$ cat src/rtl/apb_pkg.sv
// Shared definitions for the APB master arbiter: FSM state encoding,
// protection width and the derived select/strobe width helpers.
package apb_pkg;

    localparam int PROT_W = 3;

    typedef enum logic [1:0] {
        ST_IDLE  = 2'd0,
        ST_ISSUE = 2'd1,
        ST_RESP  = 2'd2,
        ST_DRAIN = 2'd3
    } arb_state_e;

    // Encoded select: value 0 means "no slave", so one extra bit is needed.
    function automatic int selWidth(input int slaveDevices);
        return $clog2(slaveDevices) + 1;
    endfunction

    function automatic int strbWidth(input int dataWidth);
        return dataWidth / 8;
    endfunction

endpackage

$ cat src/rtl/rr_arbiter_core.sv
// Combinational round-robin pick: returns the first requester set after ptr_i,
// wrapping modulo REQ_NUM, as both a one-hot grant and an index.
module rr_arbiter_core #(
    parameter  int REQ_NUM = 4,
    localparam int PTR_W   = $clog2(REQ_NUM)
) (
    input  logic [REQ_NUM-1:0] req_i,
    input  logic [PTR_W-1:0]   ptr_i,
    output logic [REQ_NUM-1:0] gnt_o,
    output logic [PTR_W-1:0]   idx_o,
    output logic               valid_o
);

    logic [PTR_W:0]   candSum;
    logic [PTR_W-1:0] candIdx;

    always_comb begin
        gnt_o   = '0;
        idx_o   = '0;
        valid_o = 1'b0;
        candSum = '0;
        candIdx = '0;
        for (int k = 1; k <= REQ_NUM; k++) begin
            candSum = {1'b0, ptr_i} + (PTR_W+1)'(k);
            if (candSum >= (PTR_W+1)'(REQ_NUM)) begin
                candSum = candSum - (PTR_W+1)'(REQ_NUM);
            end
            candIdx = candSum[PTR_W-1:0];
            if (!valid_o && req_i[candIdx]) begin
                valid_o        = 1'b1;
                gnt_o[candIdx] = 1'b1;
                idx_o          = candIdx;
            end
        end
    end

endmodule

$ cat src/rtl/apb_master_arbiter.sv
// Round-robin arbiter sharing one APB master request port among REQ_NUM
// requesters, with a per-transfer timeout and a drain phase between transfers.
module apb_master_arbiter
    import apb_pkg::*;
#(
    parameter  int REQ_NUM        = 4,
    parameter  int APB_ADDR_WIDTH = 32,
    parameter  int APB_DATA_WIDTH = 32,
    parameter  int SLAVE_DEVICES  = 4,
    parameter  int TIMEOUT_CYCLES = 64,
    localparam int STRB_W         = strbWidth(APB_DATA_WIDTH),
    localparam int SEL_W          = selWidth(SLAVE_DEVICES)
) (
    input  logic                                apb_clk_in,
    input  logic                                apb_rst_in,
    input  logic [REQ_NUM-1:0]                  req_valid_in,
    input  logic [REQ_NUM-1:0]                  req_write_in,
    input  logic [REQ_NUM*APB_ADDR_WIDTH-1:0]   req_addr_in,
    input  logic [REQ_NUM*APB_DATA_WIDTH-1:0]   req_wdata_in,
    input  logic [REQ_NUM*PROT_W-1:0]           req_prot_in,
    input  logic [REQ_NUM*STRB_W-1:0]           req_strb_in,
    input  logic [REQ_NUM*SEL_W-1:0]            req_sels_in,
    output logic [REQ_NUM-1:0]                  req_ready_out,
    output logic                                req_error_out,
    output logic [APB_DATA_WIDTH-1:0]           req_rdata_out,
    output logic [REQ_NUM-1:0]                  grant_out,
    output logic                                busy_out,
    output logic                                other_valid_out,
    output logic                                other_write_out,
    output logic [APB_ADDR_WIDTH-1:0]           other_addr_out,
    output logic [APB_DATA_WIDTH-1:0]           other_wdata_out,
    output logic [PROT_W-1:0]                   other_prot_out,
    output logic [STRB_W-1:0]                   other_strb_out,
    output logic [SEL_W-1:0]                    other_sels_out,
    output logic                                other_error_out,
    input  logic                                other_ready_in,
    input  logic                                other_error_in,
    input  logic [APB_DATA_WIDTH-1:0]           other_rdata_in
);

    localparam int PTR_W = $clog2(REQ_NUM);
    localparam int CNT_W = $clog2(TIMEOUT_CYCLES + 1) + 1;
    localparam logic [CNT_W-1:0] CNT_LAST =
        (TIMEOUT_CYCLES == 0) ? '0 : CNT_W'(TIMEOUT_CYCLES - 1);

    arb_state_e                state_q, state_d;
    logic [PTR_W-1:0]          rrPtr_q, rrPtr_d;
    logic [REQ_NUM-1:0]        grant_q, grant_d;
    logic                      valid_q, valid_d;
    logic                      write_q, write_d;
    logic [APB_ADDR_WIDTH-1:0] addr_q, addr_d;
    logic [APB_DATA_WIDTH-1:0] wdata_q, wdata_d;
    logic [PROT_W-1:0]         prot_q, prot_d;
    logic [STRB_W-1:0]         strb_q, strb_d;
    logic [SEL_W-1:0]          sels_q, sels_d;
    logic [APB_DATA_WIDTH-1:0] rdata_q, rdata_d;
    logic                      error_q, error_d;
    logic [CNT_W-1:0]          cnt_q, cnt_d;

    logic [REQ_NUM-1:0]        pickGnt;
    logic [PTR_W-1:0]          pickIdx;
    logic                      pickValid;

    rr_arbiter_core #(.REQ_NUM(REQ_NUM)) u_rr_core (
        .req_i   (req_valid_in),
        .ptr_i   (rrPtr_q),
        .gnt_o   (pickGnt),
        .idx_o   (pickIdx),
        .valid_o (pickValid)
    );

    always_ff @(posedge apb_clk_in or posedge apb_rst_in) begin
        if (apb_rst_in) begin
            state_q <= ST_IDLE;
            rrPtr_q <= PTR_W'(REQ_NUM - 1);
            grant_q <= '0;
            valid_q <= 1'b0;
            write_q <= 1'b0;
            addr_q  <= '0;
            wdata_q <= '0;
            prot_q  <= '0;
            strb_q  <= '0;
            sels_q  <= '0;
            rdata_q <= '0;
            error_q <= 1'b0;
            cnt_q   <= '0;
        end else begin
            state_q <= state_d;
            rrPtr_q <= rrPtr_d;
            grant_q <= grant_d;
            valid_q <= valid_d;
            write_q <= write_d;
            addr_q  <= addr_d;
            wdata_q <= wdata_d;
            prot_q  <= prot_d;
            strb_q  <= strb_d;
            sels_q  <= sels_d;
            rdata_q <= rdata_d;
            error_q <= error_d;
            cnt_q   <= cnt_d;
        end
    end

    always_comb begin
        state_d = state_q;
        rrPtr_d = rrPtr_q;
        grant_d = grant_q;
        valid_d = valid_q;
        write_d = write_q;
        addr_d  = addr_q;
        wdata_d = wdata_q;
        prot_d  = prot_q;
        strb_d  = strb_q;
        sels_d  = sels_q;
        rdata_d = rdata_q;
        error_d = error_q;
        cnt_d   = cnt_q;
        unique case (state_q)
            ST_IDLE: begin
                if (pickValid) begin
                    state_d = ST_ISSUE;
                    rrPtr_d = pickIdx;
                    grant_d = pickGnt;
                    valid_d = 1'b1;
                    write_d = req_write_in[pickIdx];
                    addr_d  = req_addr_in[pickIdx*APB_ADDR_WIDTH +: APB_ADDR_WIDTH];
                    wdata_d = req_wdata_in[pickIdx*APB_DATA_WIDTH +: APB_DATA_WIDTH];
                    prot_d  = req_prot_in[pickIdx*PROT_W +: PROT_W];
                    strb_d  = req_strb_in[pickIdx*STRB_W +: STRB_W];
                    sels_d  = req_sels_in[pickIdx*SEL_W +: SEL_W];
                    cnt_d   = '0;
                end
            end
            ST_ISSUE: begin
                // A real completion takes precedence over a coincident timeout.
                if (other_ready_in) begin
                    valid_d = 1'b0;
                    rdata_d = other_rdata_in;
                    error_d = other_error_in;
                    state_d = ST_RESP;
                end else if (TIMEOUT_CYCLES != 0 && cnt_q == CNT_LAST) begin
                    valid_d = 1'b0;
                    rdata_d = '0;
                    error_d = 1'b1;
                    state_d = ST_RESP;
                end else begin
                    cnt_d = cnt_q + CNT_W'(1);
                end
            end
            ST_RESP: begin
                grant_d = '0;
                cnt_d   = '0;
                state_d = ST_DRAIN;
            end
            ST_DRAIN: begin
                // Leave only after two cycles and once a sticky or late ready has cleared.
                if (cnt_q != '0 && !other_ready_in) begin
                    state_d = ST_IDLE;
                end else begin
                    cnt_d = CNT_W'(1);
                end
            end
            default: state_d = ST_IDLE;
        endcase
    end

    assign req_ready_out   = (state_q == ST_RESP) ? grant_q : '0;
    assign req_error_out   = (state_q == ST_RESP) && error_q;
    assign req_rdata_out   = (state_q == ST_RESP) ? rdata_q : '0;
    assign grant_out       = grant_q;
    assign busy_out        = (state_q != ST_IDLE);
    assign other_valid_out = valid_q;
    assign other_write_out = write_q;
    assign other_addr_out  = addr_q;
    assign other_wdata_out = wdata_q;
    assign other_prot_out  = prot_q;
    assign other_strb_out  = strb_q;
    assign other_sels_out  = sels_q;
    assign other_error_out = 1'b0;

endmodule

$ cat config.mk
export PLATFORM = sky130hd
export DESIGN_NAME = apb_master_arbiter
export DESIGN_NICKNAME = d
export VERILOG_FILES = /design/src/rtl/apb_pkg.sv /design/src/rtl/rr_arbiter_core.sv /design/src/rtl/apb_master_arbiter.sv
export SDC_FILE = /design/constraint.sdc
export NUM_CORES = 1
export LEC_CHECK = 0
export BUFFER_PORTS_ARGS = -buffer_cell sky130_fd_sc_hd__buf_2
export CELL_PAD_IN_SITES_DETAIL_PLACEMENT = 0
export CELL_PAD_IN_SITES_GLOBAL_PLACEMENT = 1
export CORE_AREA = 2 2 177 179
export CTS_CLUSTER_SIZE = 10
export DETAILED_ROUTE_END_ITERATION = 6
export DIE_AREA = 0 0 179 181
export MAX_ROUTING_LAYER = met4
export PLACE_DENSITY_LB_ADDON = 0.3
export SETUP_SLACK_MARGIN = 0.1
export SLEW_MARGIN = 20
export SYNTH_ARGS = -nofsm -noshare
export SYNTH_HDL_FRONTEND = slang
export SYNTH_SLANG_ARGS = --single-unit
$ cat constraint.sdc
create_clock -name apb_clk_in -period 12.9 [get_ports apb_clk_in]
set_input_delay 2.58 -clock apb_clk_in [delete_from_list [all_inputs] [get_ports apb_clk_in]]
set_output_delay 2.58 -clock apb_clk_in [all_outputs]
set_load 0.01 [all_outputs]
==> results.py, run 1 <==
metrics = {
    "outcome": {
        "status": "finished clean",
    },
    "yosys": {
        "ys_top_cells_by_count": "a211oi_1, dfrtp_1, nor2_1",
        "async_reset_ff_frac": 1.000,
        "post_synth_inst_count": 769,
        "synth_top_flop_cell": "dfrtp_1",
        "yosysMostFrequentCell": "a211oi_1",
        "yosysSeqAreaShare": 0.4127,
        "synth_fp_nets": 1124,
        "avgSynthCellArea_um2": 9.865,
        "synth_top_cell_area_share": 0.4057,
        "syn_area_um2": 7586,
        "synth_warnings": 0,
        "ys_ff_latch": 125,
        "synth_enable_flop_cells": 0,
        "synth_area_leader_cell": "dfrtp_1",
        "yosys.cell_types.count": 45,
        "synth_area_leaders": "dfrtp_1, a211oi_1, mux2i_1, and3_1, a22o_1",
    },
    "hold_path": {
        "hold_class": "reg -> reg",
    },
    "flow_run": {
        "max-cap-violations": 0,
    },
    "critical_path": {
        "crit_chain": "buf_2 > mux4_2 > nor2b_2 > o21ai_4 > nand2_8 > buf_4 > mux2i_1 > a211oi_1",
        "crit_path_max_incr_delay_ps": 690,
        "cp_slowest_cell": "buf_4",
        "crit_type": "in -> reg",
        "endpoint_kind": "register",
        "path_max_fanout": 100,
        "cp_data_required_time_ps": 13160,
        "crit_family": "simple AND/OR/NAND/NOR gates",
        "cp-start-kind": "input pin",
        "crit_buf_inv": 2,
        "crit_arrival_ps": 5740,
    },
    "clock_tree": {
        "numCtsBuffers": 17,
        "clock_latency_ps": 420,
        "cts_max_level": 4,
        "clock_path_buffers": 2,
        "postCtsSetupBuffers": 0,
        "hold_buffers": 0,
        "cts_tree": "done",
        "clkTransAtPathRegs_ps": 70,
        "clockRootBuffer": "clkbuf_16",
        "numClockSinks": 125,
        "cts_resized": 0,
    },
    "sta": {
        "setup_tns_ps": 0,
        "hold_violations": 0,
        "finalSetupViolations": 0,
        "finalClockSkew_ps": 15.11,
        "max_freq_ghz": 0.1825,
        "tightest_slew_ps": 1037,
        "rsz0062_at_grt": "false",
        "timing.slew.headroom": 0.3089,
        "timing.final.crit_share": 0.4248,
        "finalMaxSlewViolations": 0,
        "worst_slack_ps": 7420,
        "min_period_ps": 5480,
    },
    "drt": {
        "vias": 7748,
        "vias_per_cell": 4.843,
        "drcViolationCount": 0,
        "avgRoutedWirePerCell_um": 19.75,
        "wl_met2_mm": 15.94,
        "drt-pass1-iter-count": 4,
        "dr_wl_met3_mm": 2.252,
        "top_layer": "met4",
        "wl_mm": 31.60,
        "met1_length_mm": 12.72,
        "ant_nets": 0,
        "drt-initial-drc-count": 400,
    },
    "floorplan": {
        "rows": 64,
        "initial_utilization": 0.2500,
        "chipWidth_um": 179,
        "core_um2": 30350,
        "ios": 459,
        "die_area_um2": 32400,
        "die_h_um": 181,
    },
    "global_routing": {
        "grt_pass1_wl_mm": 46.22,
        "antenna_found_initial": 13,
        "grt_usage": 0.1935,
        "gr-total-overflow": 0,
        "grt_max_degree": 101,
        "grt_pass1_vias": 7738,
    },
    "layout": {
        "regArea_um2": 3131,
        "area_growth_pct": 41.68,
        "drive_above_1_share": 0.4334,
        "multi_input_area_um2": 4123,
        "nFillCells": 3174,
        "final_util": 0.3541,
        "nets": 1535,
    },
    "power_and_ir_drop": {
        "p_per_area_nw_per_um2": 271.9,
        "leakage_nw": 5.297,
        "peakVddDrop_mv": 0.1668,
    },
    "placement": {
        "port_buffers": 457,
        "dp_slack_ps": 6922,
        "dpl.hpwl_mm": 22.94,
        "gp_congestion": 0.8199,
    },
}
==> state kept, by name (all words and copies together), names as in the netlist <==
register and flops:
other_addr_out 32, other_wdata_out 32, rdata_q 32, cnt_q 8, grant_out 4, other_strb_out 4
other_prot_out 3, other_sels_out 3, rrPtr_q 2, state_q 2, error_q 1, other_valid_out 1
other_write_out 1
==> worst paths after layout <==
check,start,to,slack (ps),cells past startpoint
min in group asynchronous,apb_rst_in,rdata_q[10]$_DFFE_PP0P_,2290,2
max in group asynchronous,apb_rst_in,other_wdata_out[5]$_DFFE_PP0P_,9430,3
setup / recovery,req_valid_in[2],other_addr_out[13]$_DFFE_PP0P_,7420,8
hold / removal,rdata_q[30]$_DFFE_PP0P_,rdata_q[30]$_DFFE_PP0P_,500,1
setup reg to reg,rrPtr_q[0]$_DFFE_PP1P_,other_wdata_out[19]$_DFFE_PP0P_,8240,10
hold reg to reg,rdata_q[30]$_DFFE_PP0P_,rdata_q[30]$_DFFE_PP0P_,500,1
==> cell usage in the layout (no fill, tap or decap), types with 3 or more instances in the layout <==
master / n
a211oi_1: 150
a21oi_1: 9
a221o_1: 4
a22o_1: 38
a22oi_1: 4
and2_1: 38
and3_1: 78
buf_2: 457
buf_4: 9
clkbuf_16: 17
clkinv_4: 3
clkinvlp_4: 4
dfrtp_1: 123
diode_2: 11
ha_1: 14
inv_1: 10
inv_6: 3
mux2_2: 3
mux2i_1: 77
mux4_2: 4
nand2_1: 12
nand2b_1: 4
nand4_1: 3
nor2_1: 82
nor3_1: 4
o21ai_0: 7
==> stage by stage <==
step / std cells / hold slack (ps) / instance area (µm²) / power, W
floorplan: 769 / 454.7 / 7586 / 0.001919
global placement: 1557 / 473.1 / 10150 / 0.002483
detailed placement: 1557 / 483.8 / 10150 / 0.002482
CTS: 1589 / 501.9 / 10720 / 0.002970
global route: 1599 / 511.1 / 10750 / 0.003149
finish: 1600 / 497.2 / 10750 / 0.002923
==> report_power, final <==
group          switching [W]  internal [W]  leakage, nW
clock network       0.000197      0.000277        0.269
registers           0.000109      0.000590         1.46
logic                0.00106      0.000693         3.57
==> layer usage <==
layer | vias up | GRT usage
li1 | 3740 | -
met1 | 3672 | 0.2248
met2 | 303 | 0.3263
met3 | 33 | 0.05008
met4 | 0 | 0.05659
met5 | - | -
==> final cells by class <==
class / instances / share of cell area
Multi-Input combinational cell: 559 / 0.3836
Sequential cell: 125 / 0.2913
Timing Repair Buffer: 466 / 0.2191
Tap cell: 396 / 0.04610
Clock buffer: 20 / 0.04249
Clock inverter: 12 / 0.01059
Inverter: 11 / 0.004307
Antenna cell: 11 / 0.002561
==> worst reg2reg max path: stages, from the launching register on <==
cell	delay, ps
dfstp_2	750
inv_1	220
ha_1	510
mux4_2	720
nor4_4	460
nor2_4	30
buf_4	420
o21ai_4	320
buf_4	700
a211oi_1	220
a211oi_1	240
==> cell families after synthesis <==
logic type / count (synthesis) / share of synthesized area
adder cells (fa/ha/maj): 15 / 0.02474
flip-flops: 125 / 0.4127
AND/OR/NAND/NOR: 234 / 0.1646
XOR/XNOR: 1 / 0.001155
multiplexers: 84 / 0.1179
AO/OA/AOI/OAI: 224 / 0.2271
buffers and inverters: 85 / 0.05130
other: 1 / 0.0004943
(Power assumes the default switching activity.)
==> run 2: changes to the inputs <==
--- a/config.mk
+++ b/config.mk
@@ -8,10 +8,10 @@
 export BUFFER_PORTS_ARGS = -buffer_cell sky130_fd_sc_hd__buf_2
 export CELL_PAD_IN_SITES_DETAIL_PLACEMENT = 0
 export CELL_PAD_IN_SITES_GLOBAL_PLACEMENT = 1
-export CORE_AREA = 2 2 177 179
+export CORE_AREA = 2 2 180 182
 export CTS_CLUSTER_SIZE = 10
 export DETAILED_ROUTE_END_ITERATION = 6
-export DIE_AREA = 0 0 179 181
+export DIE_AREA = 0 0 182 184
 export MAX_ROUTING_LAYER = met4
 export PLACE_DENSITY_LB_ADDON = 0.3
 export SETUP_SLACK_MARGIN = 0.1
==> constraint.sdc (replaced) <==
create_clock -name apb_clk_in -period 5.3 [get_ports apb_clk_in]
set_input_delay 1.06 -clock apb_clk_in [delete_from_list [all_inputs] [get_ports apb_clk_in]]
set_output_delay 1.06 -clock apb_clk_in [all_outputs]
set_load 0.01 [all_outputs]
==> run 2 against run 1 <==
  * Sequential cell count unchanged
  * Register-to-register slack worse by 6900 ps
  * Core utilization down 0.84 points
  * Routed wire length up 0.88%
  * Combinational power up 150%
  * Final cell count up 0.50%
  * Critical path type is now reg -> reg
  * Critical endpoint is now other_wdata_out[5]$_DFFE_PP0P_
  * Largest cell class unchanged
==> results.py, run 2 (same netlist as run 1, synthesis figures left out) <==
metrics = {
    "outcome": {
        "status": "finished clean",
    },
    "layout": {
        "final_area_um2": 10850,
        "nFillCells": 3325,
        "layout_common_cells": "buf_2, a211oi_1, dfrtp_1, nor2_1, and3_1",
        "drive_above_1_share": 0.4349,
        "multi_input_area_um2": 4129,
        "area_growth_pct": 43.08,
        "nets": 1540,
        "mostFrequentLayoutCell": "buf_2",
        "regArea_um2": 3131,
    },
    "sta": {
        "min_period_ps": 3996,
        "timing.final.crit_share": 0.7540,
        "finalClockSkew_ps": 7.810,
        "rsz0062_at_grt": "false",
        "tightest_slew_ps": 1010,
        "max_freq_ghz": 0.2502,
        "hold_violations": 0,
        "setup_tns_ps": 0,
        "finalMaxSlewViolations": 0,
        "finalSetupViolations": 0,
        "timing.slew.headroom": 0.3266,
    },
    "clock_tree": {
        "numCtsBuffers": 17,
        "clock_latency_ps": 420,
        "cts_tree": "done",
        "clock_path_buffers": 2,
        "clkTransAtPathRegs_ps": 70,
        "numClockSinks": 125,
        "cts_resized": 0,
        "clockRootBuffer": "clkbuf_16",
        "postCtsSetupBuffers": 0,
        "cts_max_level": 4,
        "hold_buffers": 0,
    },
    "hold_path": {
        "min_from": "cnt_q[7]$_DFFE_PP0P_",
        "hold_end": "cnt_q[7]$_DFFE_PP0P_",
        "holdPathStages": 1,
        "hold_class": "reg -> reg",
    },
    "critical_path": {
        "crit_buf_inv": 2,
        "r2r_end": "other_wdata_out[5]$_DFFE_PP0P_",
        "crit_path_max_incr_delay_ps": 750,
        "ff2ff_setup_slack_ps": 1300,
        "cp_slowest_cell": "dfstp_2",
        "crit_chain": "inv_1 > ha_1 > mux4_2 > o21ai_4 > nand2_8 > buf_4 > a211oi_1 > a211oi_1",
        "crit_type": "reg -> reg",
        "r2r_start": "rrPtr_q[0]$_DFFE_PP1P_",
        "crit_arrival_ps": 4260,
        "rr_worst_depth": 8,
        "path_max_fanout": 106,
        "cp-start-kind": "register",
        "cp_data_required_time_ps": 5560,
        "crit_family": "flip-flops",
        "critPathMostFrequentCell": "a211oi_1",
        "endpoint_kind": "register",
    },
    "global_routing": {
        "grt_pass1_vias": 7970,
        "grt_usage": 0.1911,
        "antenna_found_initial": 12,
        "grt_max_degree": 107,
        "grt_pass1_wl_mm": 47.49,
        "gr-total-overflow": 0,
    },
    "floorplan": {
        "ios": 459,
        "core_um2": 31390,
        "chipWidth_um": 182,
        "die_area_um2": 33490,
        "initial_utilization": 0.2417,
        "die_h_um": 184,
        "rows": 65,
    },
    "placement": {
        "place_area_um2": 10230,
        "port_buffers": 457,
        "gp_congestion": 0.7995,
        "dpl.hpwl_mm": 23.27,
    },
    "power_and_ir_drop": {
        "p_per_area_nw_per_um2": 667.4,
        "peakVddDrop_mv": 0.8481,
        "leakage_nw": 5.349,
    },
    "drt": {
        "wl_mm": 31.88,
        "ant_nets": 0,
        "avgRoutedWirePerCell_um": 19.83,
        "vias_per_cell": 4.895,
        "drcViolationCount": 0,
        "drt-pass1-iter-count": 4,
        "vias": 7871,
        "drt-initial-drc-count": 311,
    },
    "flow_run": {
        "max-cap-violations": 0,
    },
}
## run 2: cell types whose count changed in the layout (fill, tap and decap cells not counted)
cell and delta:
buf_12 +2, bufinv_16 +2, nor4_4 +1, nor4_2 -1, ha_1 +1, diode_2 -3
clkbuf_8 -1, clkinv_4 -1, ha_2 -1, buf_4 +3
## run 2: worst reg2reg max path, cell delays in order, from the launching register on
cell and delay (ps):
dfstp_2 750, inv_1 210, ha_1 480, mux4_2 710, o21ai_4 280, nand2_8 410
buf_4 650, a211oi_1 280, a211oi_1 80
## run 2: layout make-up
type                       instances  area share
multi-input combinational        559      0.3804
sequential                       125      0.2884
timing repair buffer             471      0.2227
tap                              402     0.04634
clock buffer                      19     0.04081
clock inverter                    13     0.01522
inverter                          11    0.004265
antenna                            8    0.001844
## run 2: how the worst max path moves through the flow
stage | slack [ps] | endpoint | start | depth (start not counted)
3_3_place_gp | 1360 | other_addr_out[28]$_DFFE_PP0P_ | rrPtr_q[0]$_DFFE_PP1P_ | 7
6_report | 1300 | other_wdata_out[5]$_DFFE_PP0P_ | rrPtr_q[0]$_DFFE_PP1P_ | 8
5_1_grt | 1070 | other_wdata_out[2]$_DFFE_PP0P_ | rrPtr_q[0]$_DFFE_PP1P_ | 8
2_1_floorplan | 920 | cnt_q[0]$_DFFE_PP0P_ | apb_rst_in | 1
3_5_place_dp | 1290 | other_wdata_out[5]$_DFFE_PP0P_ | rrPtr_q[0]$_DFFE_PP1P_ | 8
4_1_cts | 1290 | other_wdata_out[5]$_DFFE_PP0P_ | rrPtr_q[0]$_DFFE_PP1P_ | 8
## run 2: report_power, final
part	internal (W)	switching, W	total (W)
Sequential	0.00143	0.000273	0.00171
Clock	0.000755	0.000484	0.00124
Combinational	0.00174	0.00256	0.00430
Total	0.00393	0.00331	0.00724
## run 2: routing by layer
metal  global-route usage  part of all wire
met1               0.2207              0.40
met2               0.3260              0.51
met3              0.05547             0.071
met4              0.04968             0.020
met5                    -                 0
## run 2: stage by stage
stage	utilization	total power [W]	hold slack (ps)	setup WS [ps]	instances
3_3_place_gp	0.3255	0.006046	474.2	1358	1568
2_1_floorplan	-	0.004671	454.7	915.7	769
3_5_place_dp	0.3257	0.006087	477.8	1295	1568
6_report	0.3458	0.007244	487.1	1304	1608
5_1_grt	0.3458	0.007824	510.5	1067	1608
4_1_cts	0.3451	0.007367	487.4	1294	1600
